File: config.mk
export PLATFORM = sky130hd
export DESIGN_NAME = pixel_class_counter_flat
export DESIGN_NICKNAME = d
export VERILOG_FILES = /design/src/rtl/pixel_class_counter_if.sv /design/src/rtl/pixel_class_counter.sv /design/src/flat_wrapper.sv
export SDC_FILE = /design/constraint.sdc
export NUM_CORES = 1
export LEC_CHECK = 0
export BUFFER_PORTS_ARGS = -buffer_cell sky130_fd_sc_hd__buf_4
export CAP_MARGIN = 20
export CORE_AREA = 2 2 109 111
export DETAILED_ROUTE_END_ITERATION = 12
export DIE_AREA = 0 0 111 113
export GPL_ROUTABILITY_DRIVEN = 0
export PLACE_DENSITY = 0.92
export SLEW_MARGIN = 20
export SYNTH_ARGS = -nofsm -noshare
export SYNTH_HDL_FRONTEND = slang
export SYNTH_SLANG_ARGS = --single-unit
File: constraint.sdc
create_clock -name clk -period 6.8 [get_ports clk]
set_clock_uncertainty 0.1 [all_clocks]
set_input_delay 0.34 -clock clk [delete_from_list [all_inputs] [get_ports clk]]
set_output_delay 0.34 -clock clk [all_outputs]
set_load 0.005 [all_outputs]
File: src/rtl/pixel_class_counter_if.sv
`default_nettype none
// ============================================================================
//  Interface : pixel_class_counter_if
//  Purpose   : Beat stream carrying one binarised pixel and its weight-class
//              code per transfer, with a valid/ready handshake.
//  Signals   : in_valid  producer -> consumer  beat valid
//              in_ready  consumer -> producer  beat accepted when valid&ready
//              in_pixel  producer -> consumer  binarised pixel (1 = active)
//              in_class  producer -> consumer  weight class of this pixel
//  Revision  : 1.0  initial release
// ============================================================================
interface pixel_class_counter_if #(
  parameter int CLASS_W = 4
) ();
  logic               in_valid;
  logic               in_ready;
  logic               in_pixel;
  logic [CLASS_W-1:0] in_class;

  modport master (
    output in_valid,
    output in_pixel,
    output in_class,
    input  in_ready
  );

  modport slave (
    input  in_valid,
    input  in_pixel,
    input  in_class,
    output in_ready
  );
endinterface
`default_nettype wire

File: src/rtl/pixel_class_counter.sv
`default_nettype none
// ============================================================================
//  Module   : pixel_class_counter
//  Purpose  : Streams one binarised image (one pixel + class code per beat)
//             and counts active pixels per weight class. Produces
//             NUM_CLASSES saturating counts for the weighted score adder and
//             a one-cycle done pulse once NUM_PIXELS beats have been accepted.
//  Ports    : clk     rising-edge clock
//             rst     asynchronous active-high reset
//             start   begin a new image (honoured in IDLE only)
//             beat    slave side of the pixel beat stream
//             counts  per-class counts, unpacked [0:NUM_CLASSES-1]
//             busy    high while counting an image
//             done    one-cycle pulse, counts are final
//  Revision : 1.0  initial release
// ============================================================================
module pixel_class_counter #(
  parameter int NUM_CLASSES = 13,
  parameter int CNT_W       = 8,
  parameter int CLASS_W     = 4,
  parameter int NUM_PIXELS  = 784
) (
  input  wire                        clk,
  input  wire                        rst,
  input  wire                        start,
  pixel_class_counter_if.slave       beat,
  output logic [CNT_W-1:0]           counts [0:NUM_CLASSES-1],
  output logic                       busy,
  output logic                       done
);

  localparam int IDX_W = (NUM_PIXELS > 1) ? $clog2(NUM_PIXELS) : 1;
  localparam logic [IDX_W-1:0] LAST_IDX = IDX_W'(NUM_PIXELS - 1);
  localparam logic [CNT_W-1:0] CNT_MAX  = {CNT_W{1'b1}};

  typedef enum logic [1:0] {
    IDLE  = 2'd0,
    COUNT = 2'd1,
    DONE  = 2'd2
  } state_t;

  state_t           state;
  logic [IDX_W-1:0] pix_idx;

  // Handshake is qualified by the registered ready, so acceptance only
  // happens in COUNT and there is no combinational valid->ready path.
  wire accept = beat.in_valid & beat.in_ready;

  always_ff @(posedge clk or posedge rst) begin
    if (rst) begin
      state         <= IDLE;
      pix_idx       <= '0;
      beat.in_ready <= 1'b0;
      busy          <= 1'b0;
      done          <= 1'b0;
      for (int c = 0; c < NUM_CLASSES; c++) begin
        counts[c] <= '0;
      end
    end else begin
      case (state)
        IDLE: begin
          done <= 1'b0;
          if (start) begin
            state         <= COUNT;
            pix_idx       <= '0;
            beat.in_ready <= 1'b1;
            busy          <= 1'b1;
            for (int c = 0; c < NUM_CLASSES; c++) begin
              counts[c] <= '0;
            end
          end
        end

        COUNT: begin
          if (accept) begin
            // Class codes outside 0..NUM_CLASSES-1 match no counter, so
            // zero-weight beats only advance the pixel index.
            for (int c = 0; c < NUM_CLASSES; c++) begin
              if (beat.in_pixel && (beat.in_class == CLASS_W'(c)) &&
                  (counts[c] != CNT_MAX)) begin
                counts[c] <= counts[c] + 1'b1;
              end
            end
            if (pix_idx == LAST_IDX) begin
              state         <= DONE;
              pix_idx       <= '0;
              beat.in_ready <= 1'b0;
              busy          <= 1'b0;
              done          <= 1'b1;
            end else begin
              pix_idx <= pix_idx + 1'b1;
            end
          end
        end

        DONE: begin
          done  <= 1'b0;
          state <= IDLE;
        end

        default: begin
          state         <= IDLE;
          pix_idx       <= '0;
          beat.in_ready <= 1'b0;
          busy          <= 1'b0;
          done          <= 1'b0;
        end
      endcase
    end
  end

endmodule
`default_nettype wire

File: src/flat_wrapper.sv
// flat-port wrapper written by rule: the top's interface ports become plain ports
module pixel_class_counter_flat 
#(
  parameter int NUM_CLASSES = 13,
  parameter int CNT_W       = 8,
  parameter int CLASS_W     = 4,
  parameter int NUM_PIXELS  = 784
)
  (clk, rst, start, counts, busy, done, beat_in_valid, beat_in_pixel, beat_in_class, beat_in_ready);
  pixel_class_counter_if #(.CLASS_W(CLASS_W)) beat_i ();
  input  wire clk;
  input  wire rst;
  input  wire start;
  output logic [CNT_W-1:0] counts[0:NUM_CLASSES-1];
  output logic busy;
  output logic done;
  input wire logic [$bits(beat_i.in_valid)-1:0] beat_in_valid;
  input wire logic [$bits(beat_i.in_pixel)-1:0] beat_in_pixel;
  input wire logic [$bits(beat_i.in_class)-1:0] beat_in_class;
  output wire logic [$bits(beat_i.in_ready)-1:0] beat_in_ready;
  assign beat_i.in_valid = beat_in_valid;
  assign beat_i.in_pixel = beat_in_pixel;
  assign beat_i.in_class = beat_in_class;
  assign beat_in_ready = beat_i.in_ready;
  pixel_class_counter #(.NUM_CLASSES(NUM_CLASSES), .CNT_W(CNT_W), .CLASS_W(CLASS_W), .NUM_PIXELS(NUM_PIXELS)) u_core (.clk(clk), .rst(rst), .start(start), .beat(beat_i), .counts(counts), .busy(busy), .done(done));
endmodule
# Word level (Yosys, flattened, before mapping)
# Cells that the tools add are included.
# W data, S select, Z words.
classes:
  add_sub_neg: 14
  eq_ne: 44
  n_mux: 31
  bitwise_logic: 2
  n_reduce_logical: 46
ops:
  columns: ["cell", "n"]
  rows:
  - ["$mux W104", 2]
  - ["$pmux W104 S2", 1]
  - ["$add A8 B1 Y8 const B", 13]
  - ["$mux W8", 13]
  - ["$ne A8 B8 Y1 const B", 13]
  - ["$reduce_and A4 Y1", 14]
  - ["$mux W10", 3]
  - ["$ne A2 B1 Y1 const B", 15]
  - ["$pmux W10 S3", 1]
  - ["$logic_and A1 B1 Y1", 26]
  - ["$eq A4 B4 Y1 const B", 5]
  - ["$eq A4 B3 Y1 const B", 4]
  - ["$add A10 B1 Y10 const B", 1]
  - ["$eq A10 B10 Y1 const B", 1]
  - ["$eq A4 B2 Y1 const B", 2]
  - ["$mux W1", 6]
  - ["$mux W2", 3]
  - ["$reduce_and A3 Y1", 2]
  - ["$eq A4 B1 Y1 const B", 1]
  - ["$logic_not A4 Y1", 1]
  - ["$pmux W2 S2", 1]
  - ["$pmux W1 S3", 1]
  - ["$eq A2 B1 Y1 const B", 1]
  - ["$eq A2 B2 Y1 const B", 1]
  - ["other kinds (6)", 6]
word_totals:
  register_bits: 118
  in_bits: 9
  output_inout_bits: 107
  elab_cells: 154

# Longest topological paths before layout
# Gate-level depths: netlist of run 1.
logic_depth:
  ltp_word: 6
  mapped_depth: 7

# Worst setup path after synthesis of run 1
# No wires, ideal clock.
synth_path:
  kind: "reg2reg"
  start: "reg u_core.counts[0] (netlist name)"
  end: "reg u_core.counts[2] (netlist name)"
  setup_time_ns: 0.126
  t_arrival_ns: 1.832
  t_required_ns: 6.574
  path_slack_ns: 4.742
  path_stages_with_launch: 6
  path_buffers: 0
  period_less_slack_ns: 2.058
  path_cell_list: "dfrtp_1 -> ha_1 -> nand3_1 -> nor3_1 -> nor2_1 -> a221o_1"
synth_between:
  elab_chain_cells: 4
synth_lines:
  columns: ["item", "line", "text"]
  rows:
  - ["from (decl)", "pixel_class_counter.sv:27", "output logic [CNT_W-1:0] counts [0:NUM_CLASSES-1],"]
  - ["from (signal, indexed assignment)", "pixel_class_counter.sv:81", "counts[c] <= counts[c] + 1'b1;"]
  - ["$add A8 B1 Y8 / $ne A8 B8 Y1 (equally long branches)", "pixel_class_counter.sv:81, pixel_class_counter.sv:80", null]
  - ["$mux W8 / $logic_and A1 B1 Y1 (equally long branches)", "pixel_class_counter.sv:79", "if (beat.in_pixel && (beat.in_class == CLASS_W'(c)) &&"]
  - ["$mux W104 / $ne A2 B1 Y1 (equally long branches)", null, null]
  - ["$pmux W104 S2 / $reduce_and A4 Y1 (equally long branches)", null, null]
# Several ways; a longest one is shown, not always the timed one. The select of a mux whose other input is x is not followed.
# A chain may end at the register's enable or synchronous reset.

# Worst setup path in the final report of run 1
layout_path:
  start: "reg u_core.state[0]"
  end: "reg u_core.counts[26] (netlist name)"
layout_between:
  elab_chain_cells: 3
layout_lines:
  columns: ["item", "line", "text"]
  rows:
  - ["from (decl)", "pixel_class_counter.sv:42", "state_t state;"]
  - ["from (signal assigned)", "pixel_class_counter.sv:51", "state <= IDLE;"]
  - ["from (signal assigned)", "pixel_class_counter.sv:64", "state <= COUNT;"]
  - ["from (signal assigned)", "pixel_class_counter.sv:85", "state <= DONE;"]
  - ["$eq A2 B1 Y1 / $logic_not A2 Y1 (equally long branches)", "pixel_class_counter.sv:60", "case (state)"]
  - ["$ne A2 B1 Y1 (no source line), or another cell as far along", null, null]
  - ["$reduce_and A4 Y1 (no source line)", null, null]
# Several ways; a longest one is shown, not always the timed one.

==> reports/results.md, run 1 <==
| Group | Result | This run |
| --- | --- | --- |
| clock tree | TritonCTS Buffers | 17 |
| worst setup path | Endpoint class of the critical path | register |
| logic synthesis | Area fraction of the dominant cell type after synthesis | 43.71% |
| worst setup path | Worst-path cell chain | nor4bb_2, o21a_1, nand2_1, o221ai_1 |
| clock tree | TritonCTS clock tree | built |
| worst setup path | Required time of the critical path | 7.01 ns |
| logic synthesis | Yosys reg bits | 118 |
| drt | Number of antenna-violating nets in the routed design | 0 |
| pwr | Standby leakage power | 3.806 nW |
| worst setup path | Startpoint types | register |
| logic synthesis | Gate Count Post-Synth | 754 |
| sta | Fin. max-slew vios | 0 |
| global routing | Initial antenna violation count | 0 |
| drt | DRT Pass-1 Iters | 8 |
| logic synthesis | Share of synthesized cell area in and, or, nand and nor gates | 20.63% |
| die | Row count | 39 |
| logic synthesis | Post-Syn Area per Cell | 8.959 µm² |
| die | Full die area | 12540 µm² |
| drt | Violation count after the first detailed-routing iteration | 698 |
| clock tree | Maximum level of the CTS H-tree | 4 |
| sta | Remaining max-slew budget at the tightest pin | 32.20% |
| pwr | Total power | 0.002492 W |
| worst setup path | Crit Path Class | register to register |
| clock tree | Master cell of the clock root buffer | sky130_fd_sc_hd__clkbuf_16 |
| clock tree | CTS sink count | 118 |
| worst hold path | Hold Crit Class | input pin to register |
| cells and area | Final #Nets | 885 |
| logic synthesis | Post-synth EDFFs | 0 |
| sta | Time the final worst path needs with I/O delays and setup | 2.630 ns |
| worst hold path | Start point of the worst hold path | beat_in_valid |
| logic synthesis | Seq/Total Area, Yosys | 43.71% |
| sta | Sum of negative setup slack | 0 ns |
| logic synthesis | Portion of netlist area occupied by mux cells | 2.556% |
| logic synthesis | Xor and xnor fraction of the mapped netlist area | 0.2593% |
| sta | Count of final hold-check violations | 0 |
| clock tree | Max clock buf depth | 2 |
| worst setup path | R2r setup slk | 4.17 ns |
| clock tree | CTS resizes | 0 |
| drt | Detail-routed net length per standard cell | 18.60 µm |
| global routing | Global-route wire length before repair | 30570 µm |
| cells and area | Diodes inserted | 0 |
| clock tree | Clock latency of the later-clocked register in the worst-skew pair | 0.41 ns |
| placement | Port Buf Inserts | 115 |
| worst setup path | Highest fanout seen on the critical path | 13 |
| logic synthesis | Nets in the synthesized netlist | 777 |
| drt | DRC Markers | 0 |
| logic synthesis | Top-count cell post-synth | sky130_fd_sc_hd__dfrtp_1 |
| die | Starting density of the core | 59.93% |
| cells and area | Cell area after layout | 8343 µm² |
| worst setup path | Launching instance or port of the critical path | u_core.state[0] |
| global routing | Maximum number of pins on one net before global-route repair | 76 |
| worst setup path | Cell with the biggest individual delay on the critical path | sky130_fd_sc_hd__nor4bb_2 |
| drt | Wire length reported by the detailed router | 18920 µm |
| logic synthesis | Proportion of register bits with asynchronous set or reset after synthesis | 100.0% |
| logic synthesis | Post-synth top cells | 118 x sky130_fd_sc_hd__dfrtp_1, 73 x sky130_fd_sc_hd__a31oi_1, 69 x sky130_fd_sc_hd__nand2_1 |
| global routing | Via count of the first global-routing pass | 6160 |
| cells and area | Final standard cell count with taps included and fillers excluded | 1017 |
| logic synthesis | Count of distinct cell types in the synthesized netlist | 62 |
| sta | Highest attainable clock frequency | 380.2 MHz |
| worst setup path | Longest individual stage delay on the worst path | 0.89 ns |
| logic synthesis | Cell types occupying the most area after synthesis | sky130_fd_sc_hd__dfrtp_1 44%, sky130_fd_sc_hd__a31oi_1 6.8%, sky130_fd_sc_hd__nand3_1 4.3%, sky130_fd_sc_hd__nand2_1 3.8%, sky130_fd_sc_hd__o21ai_0 3.7% |
| die | Die X-Extent | 111 µm |
| placement | Total placed instance area | 7709 µm² |
| logic synthesis | Main combinational cell family by area after synthesis | compound AO/OA/AOI/OAI gates |
| drt | Via total after detailed routing | 6684 |
| logic synthesis | Number of warning messages in the yosys log | 0 |
| status | Status | finished, final reports clean |
| sta | Post-route clock period utilization | 38.68% |
| logic synthesis | Adder and majority gate portion of the synthesized area | 2.593% |
| die | Chip Height | 113 µm |
| sta | Worst-Margin Slew | 1.003 ns |
| logic synthesis | Compound-Gate Fraction of Synth Area | 25.25% |
| logic synthesis | Netlist area before placement | 6755 µm² |
| clock tree | Clock transition at the registers of the reported paths | 0.05 ns |
| run | Number of violations of the max-capacitance limit | 0 |
| die | Ports placed on the boundary | 116 |
| die | Std-Cell Core Area | 11270 µm² |
| worst setup path | Worst R2R Start | u_core.state[0] |
| logic synthesis | Flip-flop cell with the highest count after synthesis | sky130_fd_sc_hd__dfrtp_1 |
| cells and area | Share of layout cells above drive strength 1 | 20.82% |
| placement | Cell count after placement | 985 |
| pwr | Pwr Density | 298.7 nW/µm² |
| placement | HPWL after detailed placement | 12240 µm |
| logic synthesis | Cell type contributing the most total cell area after synthesis | sky130_fd_sc_hd__dfrtp_1 |
| sta | Unrepaired setup endpoints after global routing | no |
| cells and area | Area growth from synthesis to final layout | 23.50% |
| sta | Total of endpoints with negative setup slack in the final report | 0 |
| pwr | Worst IR drop on VDD | 0.0001817 V |
| global routing | Overall Global Routing Usage | 30.07% |
| global routing | Grt ovf | 0 |
| clock tree | Postcts setup bufs | 0 |
| worst setup path | Worst EP arrival | 2.84 ns |
| drt | Via count normalized by instance count | 6.572 |
[final timing paths]
check	endpoint	cells after the start
worst min register to register	u_core.counts[47]	1
worst min-delay path	u_core.state[1]	3
worst max register to register	u_core.counts[26]	4
min in group asynchronous	u_core.counts[41]	3
max in group asynchronous	u_core.counts[71]	4
worst max-delay path	u_core.counts[26]	4
[through the flow]
stage	hold slack, ns	setup slack [ns]	util (%)
after floorplan	0.3860	3.231	-
after global placement	0.3332	4.284	68.39
after detailed placement	0.3310	4.234	68.39
after CTS	0.1621	4.142	73.84
after global routing	0.1753	4.056	74.01
final	0.1728	4.170	74.01
[placed cells by master, fill, tap and decap left out, types with 4 or more instances in the layout]
cell type,synthesis,layout
sky130_fd_sc_hd__a21oi_1,25,24
sky130_fd_sc_hd__a31o_2,8,8
sky130_fd_sc_hd__a31oi_1,73,73
sky130_fd_sc_hd__a41oi_1,10,10
sky130_fd_sc_hd__and3_1,12,12
sky130_fd_sc_hd__and4_1,5,5
sky130_fd_sc_hd__buf_4,1,119
sky130_fd_sc_hd__clkbuf_16,0,17
sky130_fd_sc_hd__clkbuf_8,0,6
sky130_fd_sc_hd__dfrtp_1,118,118
sky130_fd_sc_hd__ha_1,14,14
sky130_fd_sc_hd__inv_1,51,50
sky130_fd_sc_hd__mux2i_1,15,15
sky130_fd_sc_hd__nand2_1,69,69
sky130_fd_sc_hd__nand2b_1,11,11
sky130_fd_sc_hd__nand3_1,58,58
sky130_fd_sc_hd__nand4_1,18,18
sky130_fd_sc_hd__nor2_1,33,33
sky130_fd_sc_hd__nor2b_1,5,4
sky130_fd_sc_hd__nor3_1,17,17
sky130_fd_sc_hd__o211ai_1,12,12
sky130_fd_sc_hd__o21a_1,26,26
sky130_fd_sc_hd__o21ai_0,50,50
sky130_fd_sc_hd__o21ai_2,4,4
sky130_fd_sc_hd__o221ai_1,8,8
sky130_fd_sc_hd__o31a_1,4,4
sky130_fd_sc_hd__o31ai_1,4,4
sky130_fd_sc_hd__or3_1,13,13
sky130_fd_sc_hd__or4_1,5,5
[worst max-delay path: cells and delay by family (launching register included)]
family	cells	cell delay, ns
AND/OR/NAND/NOR	2	1.11
AO/OA/AOI/OAI	2	0.68
flip-flops	1	0.62
[per-layer routing]
layer	part of all wire, %	wire length, µm	GRT usage (%)
met5	0	0	0
met4	2.2	419	11.50
met3	8.3	1574	6.642
met2	50	9426	50.47
met1	40	7494	38.51
[cell type report]
cell class	instances	area [µm²]
repair buffers	120	903.4
clock buffers	24	511.7
multi-input cells	554	3510
inverters	51	193.9
clock inverters	7	92.59
flip-flops and latches	118	2953
fillers	780	2929
well taps	143	178.9
[registers in the layout, summed over array words and instances, names as in the netlist]
| signal | flops |
|---|---|
| u_core.done | 1 |
| u_core.counts | 104 |
| u_core.state | 2 |
| u_core.beat.in_ready | 1 |
| u_core.pix_idx | 10 |
[report_power, final]
part           total (W)  leakage, nW  switching [W]  internal, W
Clock           0.000917        0.290       0.000323     0.000595
Combinational   0.000581         2.07       0.000292     0.000289
Sequential      0.000994         1.44       0.000173     0.000821
[cells by family (layout without fill, tap and decap cells)]
| group | Yosys count | in the layout |
|---|---|---|
| AND/OR/NAND/NOR | 267 | 267 |
| AO/OA/AOI/OAI | 254 | 254 |
| flip-flops | 118 | 118 |
| buffers and inverters | 82 | 202 |
| multiplexers | 17 | 17 |
| adder cells (fa/ha/maj) | 14 | 14 |
| XOR/XNOR | 2 | 2 |
[what timing repair did]
| action | in CTS | in global routing |
|---|---|---|
| hold buffers | 1 | 0 |
| endpoints found under the hold margin | 43 | 0 |
| endpoints found under the setup margin | 0 | 0 |
No activity file was read; power rests on OpenSTA's default activity.
==> run 2: changes to the inputs <==
ABC_AREA = 1   (was not set)
CORE_AREA = 2 2 116 118   (was 2 2 109 111)
DIE_AREA = 0 0 118 120   (was 0 0 111 113)
PLACE_DENSITY = 0.88   (was 0.92)
clock period = 2.6 ns   (was 6.8 ns; I/O delays follow)
==> run 2 against run 1 <==
Net effect:
- utilization decreased by 5.3 points
- largest cell class unchanged
- largest power group is now clock
- die area increased by 13%
- maximum frequency increased by 11%
- count of clock-buffer cells in the layout decreased by 4
- sequential power increased by 120%
- via count increased by 9.4%
- combinational power increased by 22%
- register-to-register slack got worse by 3.9 ns
- synthesized cell count increased by 45%
==> reports/results.md, run 2 <==
| Group | Result | This run | Change |
| --- | --- | --- | --- |
| status | Status | finished, final reports clean |  |
| worst hold path | Hold Crit Class | input pin to register |  |
| worst setup path | Longest individual stage delay on the worst path | 0.54 ns | -0.35 ns |
| sta | Unrepaired setup endpoints after global routing | no |  |
| global routing | Maximum number of pins on one net before global-route repair | 53 | -30% |
| global routing | Overall Global Routing Usage | 26.40% | -3.7 points |
| cells and area | Diodes inserted | 0 | unchanged |
| sta | Fin Hold WS | 0.06777 ns | -0.1051 ns |
| cells and area | Registers with the most flip-flops | u_core.counts x104, u_core.pix_idx x10, u_core.state x2 |  |
| cells and area | Top reg by flops | u_core.counts |  |
| clock tree | CTS sink count | 118 | unchanged |
| logic synthesis | Number of warning messages in the yosys log | 0 | unchanged |
| clock tree | TritonCTS Buffers | 17 | unchanged |
| cells and area | Final standard cell count with taps included and fillers excluded | 1401 | +38% |
| worst setup path | Required time of the critical path | 2.81 ns | -4.20 ns |
| die | Die X-Extent | 118 µm | +6.3% |
| drt | Via total after detailed routing | 7311 | +9.4% |
| pwr | Standby leakage power | 4.757 nW | +25% |
| cells and area | Max FFs per register | 104 | unchanged |
| logic synthesis | Cell type contributing the most total cell area after synthesis | sky130_fd_sc_hd__dfrtp_1 |  |
| clock tree | Master cell of the clock root buffer | sky130_fd_sc_hd__clkbuf_16 |  |
| global routing | Initial antenna violation count | 0 | unchanged |
| pwr | Pwr Density | 577.2 nW/µm² | +93% |
| run | Number of violations of the max-capacitance limit | 0 | unchanged |
| drt | Violation count after the first detailed-routing iteration | 611 | -12% |
| global routing | Global-route wire length before repair | 30510 µm | -0.20% |
| worst setup path | Critical path buffer and inverter count | 2 | +2 |
| die | Full die area | 14160 µm² | +13% |
| logic synthesis | Nets in the synthesized netlist | 1117 | +44% |
| worst setup path | Cell family with most CP delay | simple AND/OR/NAND/NOR gates |  |
| worst setup path | Crit Path Class | register to register |  |
| die | Std-Cell Core Area | 12980 µm² | +15% |
| cells and area | Share of layout cells above drive strength 1 | 13.80% | -7.0 points |
| logic synthesis | Post-Syn Area per Cell | 6.683 µm² | -25% |
| drt | Wire length reported by the detailed router | 17980 µm | -4.9% |
| logic synthesis | Seq/Total Area, Yosys | 40.39% | -3.3 points |
| worst setup path | Worst EP arrival | 2.57 ns | -0.27 ns |
| worst setup path | Endpoint class of the critical path | register |  |
| logic synthesis | Yosys reg bits | 118 | unchanged |
| worst setup path | Worst-path cell chain | nand3_1, nand3_2, clkinv_2, nand2_1, inv_1, nand2_1, nand2_1 |  |
| sta | Highest attainable clock frequency | 423.4 MHz | +11% |
| drt | DRT Pass-1 Iters | 5 | -3 |
| worst setup path | Most prevalent standard cell on the critical path | sky130_fd_sc_hd__nand2_1 |  |
| worst setup path | Highest fanout seen on the critical path | 22 | +9 |
| logic synthesis | Area fraction of the dominant cell type after synthesis | 40.39% | -3.3 points |
| clock tree | Clock latency of the later-clocked register in the worst-skew pair | 0.42 ns | about the same |
| clock tree | Clock transition at the registers of the reported paths | 0.05 ns | about the same |
| cells and area | Commonest cells after routing, fill and taps aside | 428 x sky130_fd_sc_hd__nand2_1, 127 x sky130_fd_sc_hd__nand3_1, 122 x sky130_fd_sc_hd__buf_4 |  |
| logic synthesis | Netlist area before placement | 7311 µm² | +8.2% |
| sta | Worst-Margin Slew | 0.7336 ns | -0.2691 ns |
| die | Ports placed on the boundary | 116 | unchanged |
| sta | Total of endpoints with negative setup slack in the final report | 0 | unchanged |
| pwr | Worst IR drop on VDD | 0.0004272 V | +140% |
| logic synthesis | Cell types occupying the most area after synthesis | sky130_fd_sc_hd__dfrtp_1 40%, sky130_fd_sc_hd__nand2_1 22%, sky130_fd_sc_hd__nand3_1 8.7%, sky130_fd_sc_hd__nor2_1 6.1%, sky130_fd_sc_hd__inv_1 5.8% |  |
| sta | Fin. max-slew vios | 0 | unchanged |
| placement | Port Buf Inserts | 115 | unchanged |
| cells and area | Final #Nets | 1235 | +40% |
| logic synthesis | Gate Count Post-Synth | 1094 | +45% |
| clock tree | Maximum level of the CTS H-tree | 4 | unchanged |
| worst setup path | Cell with the biggest individual delay on the critical path | sky130_fd_sc_hd__dfrtp_1 |  |
| cells and area | Commonest non-fill, non-tap cell in the layout | sky130_fd_sc_hd__nand2_1 |  |
| clock tree | Max clock buf depth | 2 | unchanged |
| logic synthesis | Flip-flop cell with the highest count after synthesis | sky130_fd_sc_hd__dfrtp_1 |  |
| sta | Time the final worst path needs with I/O delays and setup | 2.362 ns | -0.2685 ns |
| cells and area | Number of fill cells in the layout | 1045 | +34% |
| global routing | Grt ovf | 0 | unchanged |
| sta | Post-route clock period utilization | 90.84% | +52 points |
| logic synthesis | Post-synth EDFFs | 0 | unchanged |
| sta | Remaining max-slew budget at the tightest pin | 50.99% | +19 points |
| die | Starting density of the core | 56.32% | -3.6 points |
| drt | Detail-routed net length per standard cell | 12.83 µm | -31% |
| placement | HPWL after detailed placement | 12370 µm | +1.1% |
| worst setup path | R2r setup slk | 0.24 ns | -3.93 ns |
| placement | Cell count after placement | 1368 | +39% |
| global routing | Via count of the first global-routing pass | 6775 | +10% |
| sta | Count of final hold-check violations | 0 | unchanged |
| die | Chip Height | 120 µm | +6.2% |
| pwr | Total power | 0.005150 W | +110% |
| cells and area | Final standard cell utilization of the core | 68.74% | -5.3 points |
| logic synthesis | Count of distinct cell types in the synthesized netlist | 27 | -56% |
| logic synthesis | Post-synth top cells | 430 x sky130_fd_sc_hd__nand2_1, 127 x sky130_fd_sc_hd__nand3_1, 119 x sky130_fd_sc_hd__nor2_1 |  |
| drt | Number of antenna-violating nets in the routed design | 0 | unchanged |
| drt | Via count normalized by instance count | 5.218 | -21% |
| cells and area | Area growth from synthesis to final layout | 22.04% |  |
| clock tree | TritonCTS clock tree | built |  |
| logic synthesis | Proportion of register bits with asynchronous set or reset after synthesis | 100.0% | unchanged |
| logic synthesis | Top-count cell post-synth | sky130_fd_sc_hd__nand2_1 |  |
| sta | Sum of negative setup slack | 0 ns | unchanged |
| die | Row count | 42 | +7.7% |
| worst setup path | Startpoint types | register |  |
| drt | DRC Markers | 0 | unchanged |
## run 2: through the flow
stage	cell area [µm²]	setup WS [ns]
2_1_floorplan	7315	0.9286
3_3_place_gp	8349	0.4705
3_5_place_dp	8349	0.3251
4_1_cts	8916	0.2499
5_1_grt	8922	0.01718
6_report	8922	0.2382
## run 2: worst register-to-register path: stages (launching register included)
cell and delay [ns]:
sky130_fd_sc_hd__dfrtp_1 0.54, sky130_fd_sc_hd__nand3_1 0.28, sky130_fd_sc_hd__nand3_2 0.22, sky130_fd_sc_hd__clkinv_2 0.38, sky130_fd_sc_hd__nand2_1 0.50, sky130_fd_sc_hd__inv_1 0.11
sky130_fd_sc_hd__nand2_1 0.08, sky130_fd_sc_hd__nand2_1 0.04
## run 2: cell type report
cell class	instances	area, µm²	area share, %
flip-flops and latches	118	2953	33.09
clock inverters	12	110.1	1.234
repair buffers	126	985.9	11.05
well taps	176	220.2	2.468
inverters	114	432.9	4.852
clock buffers	20	446.7	5.006
multi-input cells	835	3774	42.29
## run 2: kinds of logic after synthesis
| logic type | synth area share [%] |
|---|---|
| AOI/OAI and AO/OA | 6.640 |
| adders and majority gates | 2.396 |
| buffers and inverters | 8.163 |
| xor gates and xnor gates | 1.318 |
| DFF | 40.39 |
| and+or+nand+nor | 41.09 |
## run 2: power by group
| group | total [W] | switching, W | internal, W |
|---|---|---|---|
| sequential | 0.00220 | 0.000209 | 0.00199 |
| clock | 0.00224 | 0.000826 | 0.00141 |
| combinational | 0.000710 | 0.000359 | 0.000351 |
| total | 0.00515 | 0.00139 | 0.00376 |
## run 2: per-layer routing
metal | vias to the layer above | part of all wire (%) | wire length, µm | GRT usage, %
li1 | 3711 | - | - | -
met1 | 3364 | 44 | 7991 | 33.23
met2 | 202 | 47 | 8486 | 42.41
met3 | 34 | 5.6 | 1004 | 6.844
met4 | 0 | 2.8 | 498 | 13.03
met5 | - | 0 | 0 | 0
## run 2: path summary, 6_finish.rpt
check / start / endpoint / cells past startpoint
worst min-delay path: beat_in_class[2] / u_core.counts[0] / 5
worst min register to register: u_core.pix_idx[1] / u_core.pix_idx[1] / 2
worst max-delay path: u_core.state[0] / u_core.counts[52] / 7
worst max register to register: u_core.state[0] / u_core.counts[52] / 7
min in group asynchronous: rst / u_core.counts[30] / 3
max in group asynchronous: rst / u_core.counts[48] / 4
## run 2: what timing repair did
item	in CTS	in global routing
setup buffers	0	0
gates resized for setup	0	3
setup endpoints to repair	0	2
hold buffers	1	0
endpoints found under the hold margin	29	0
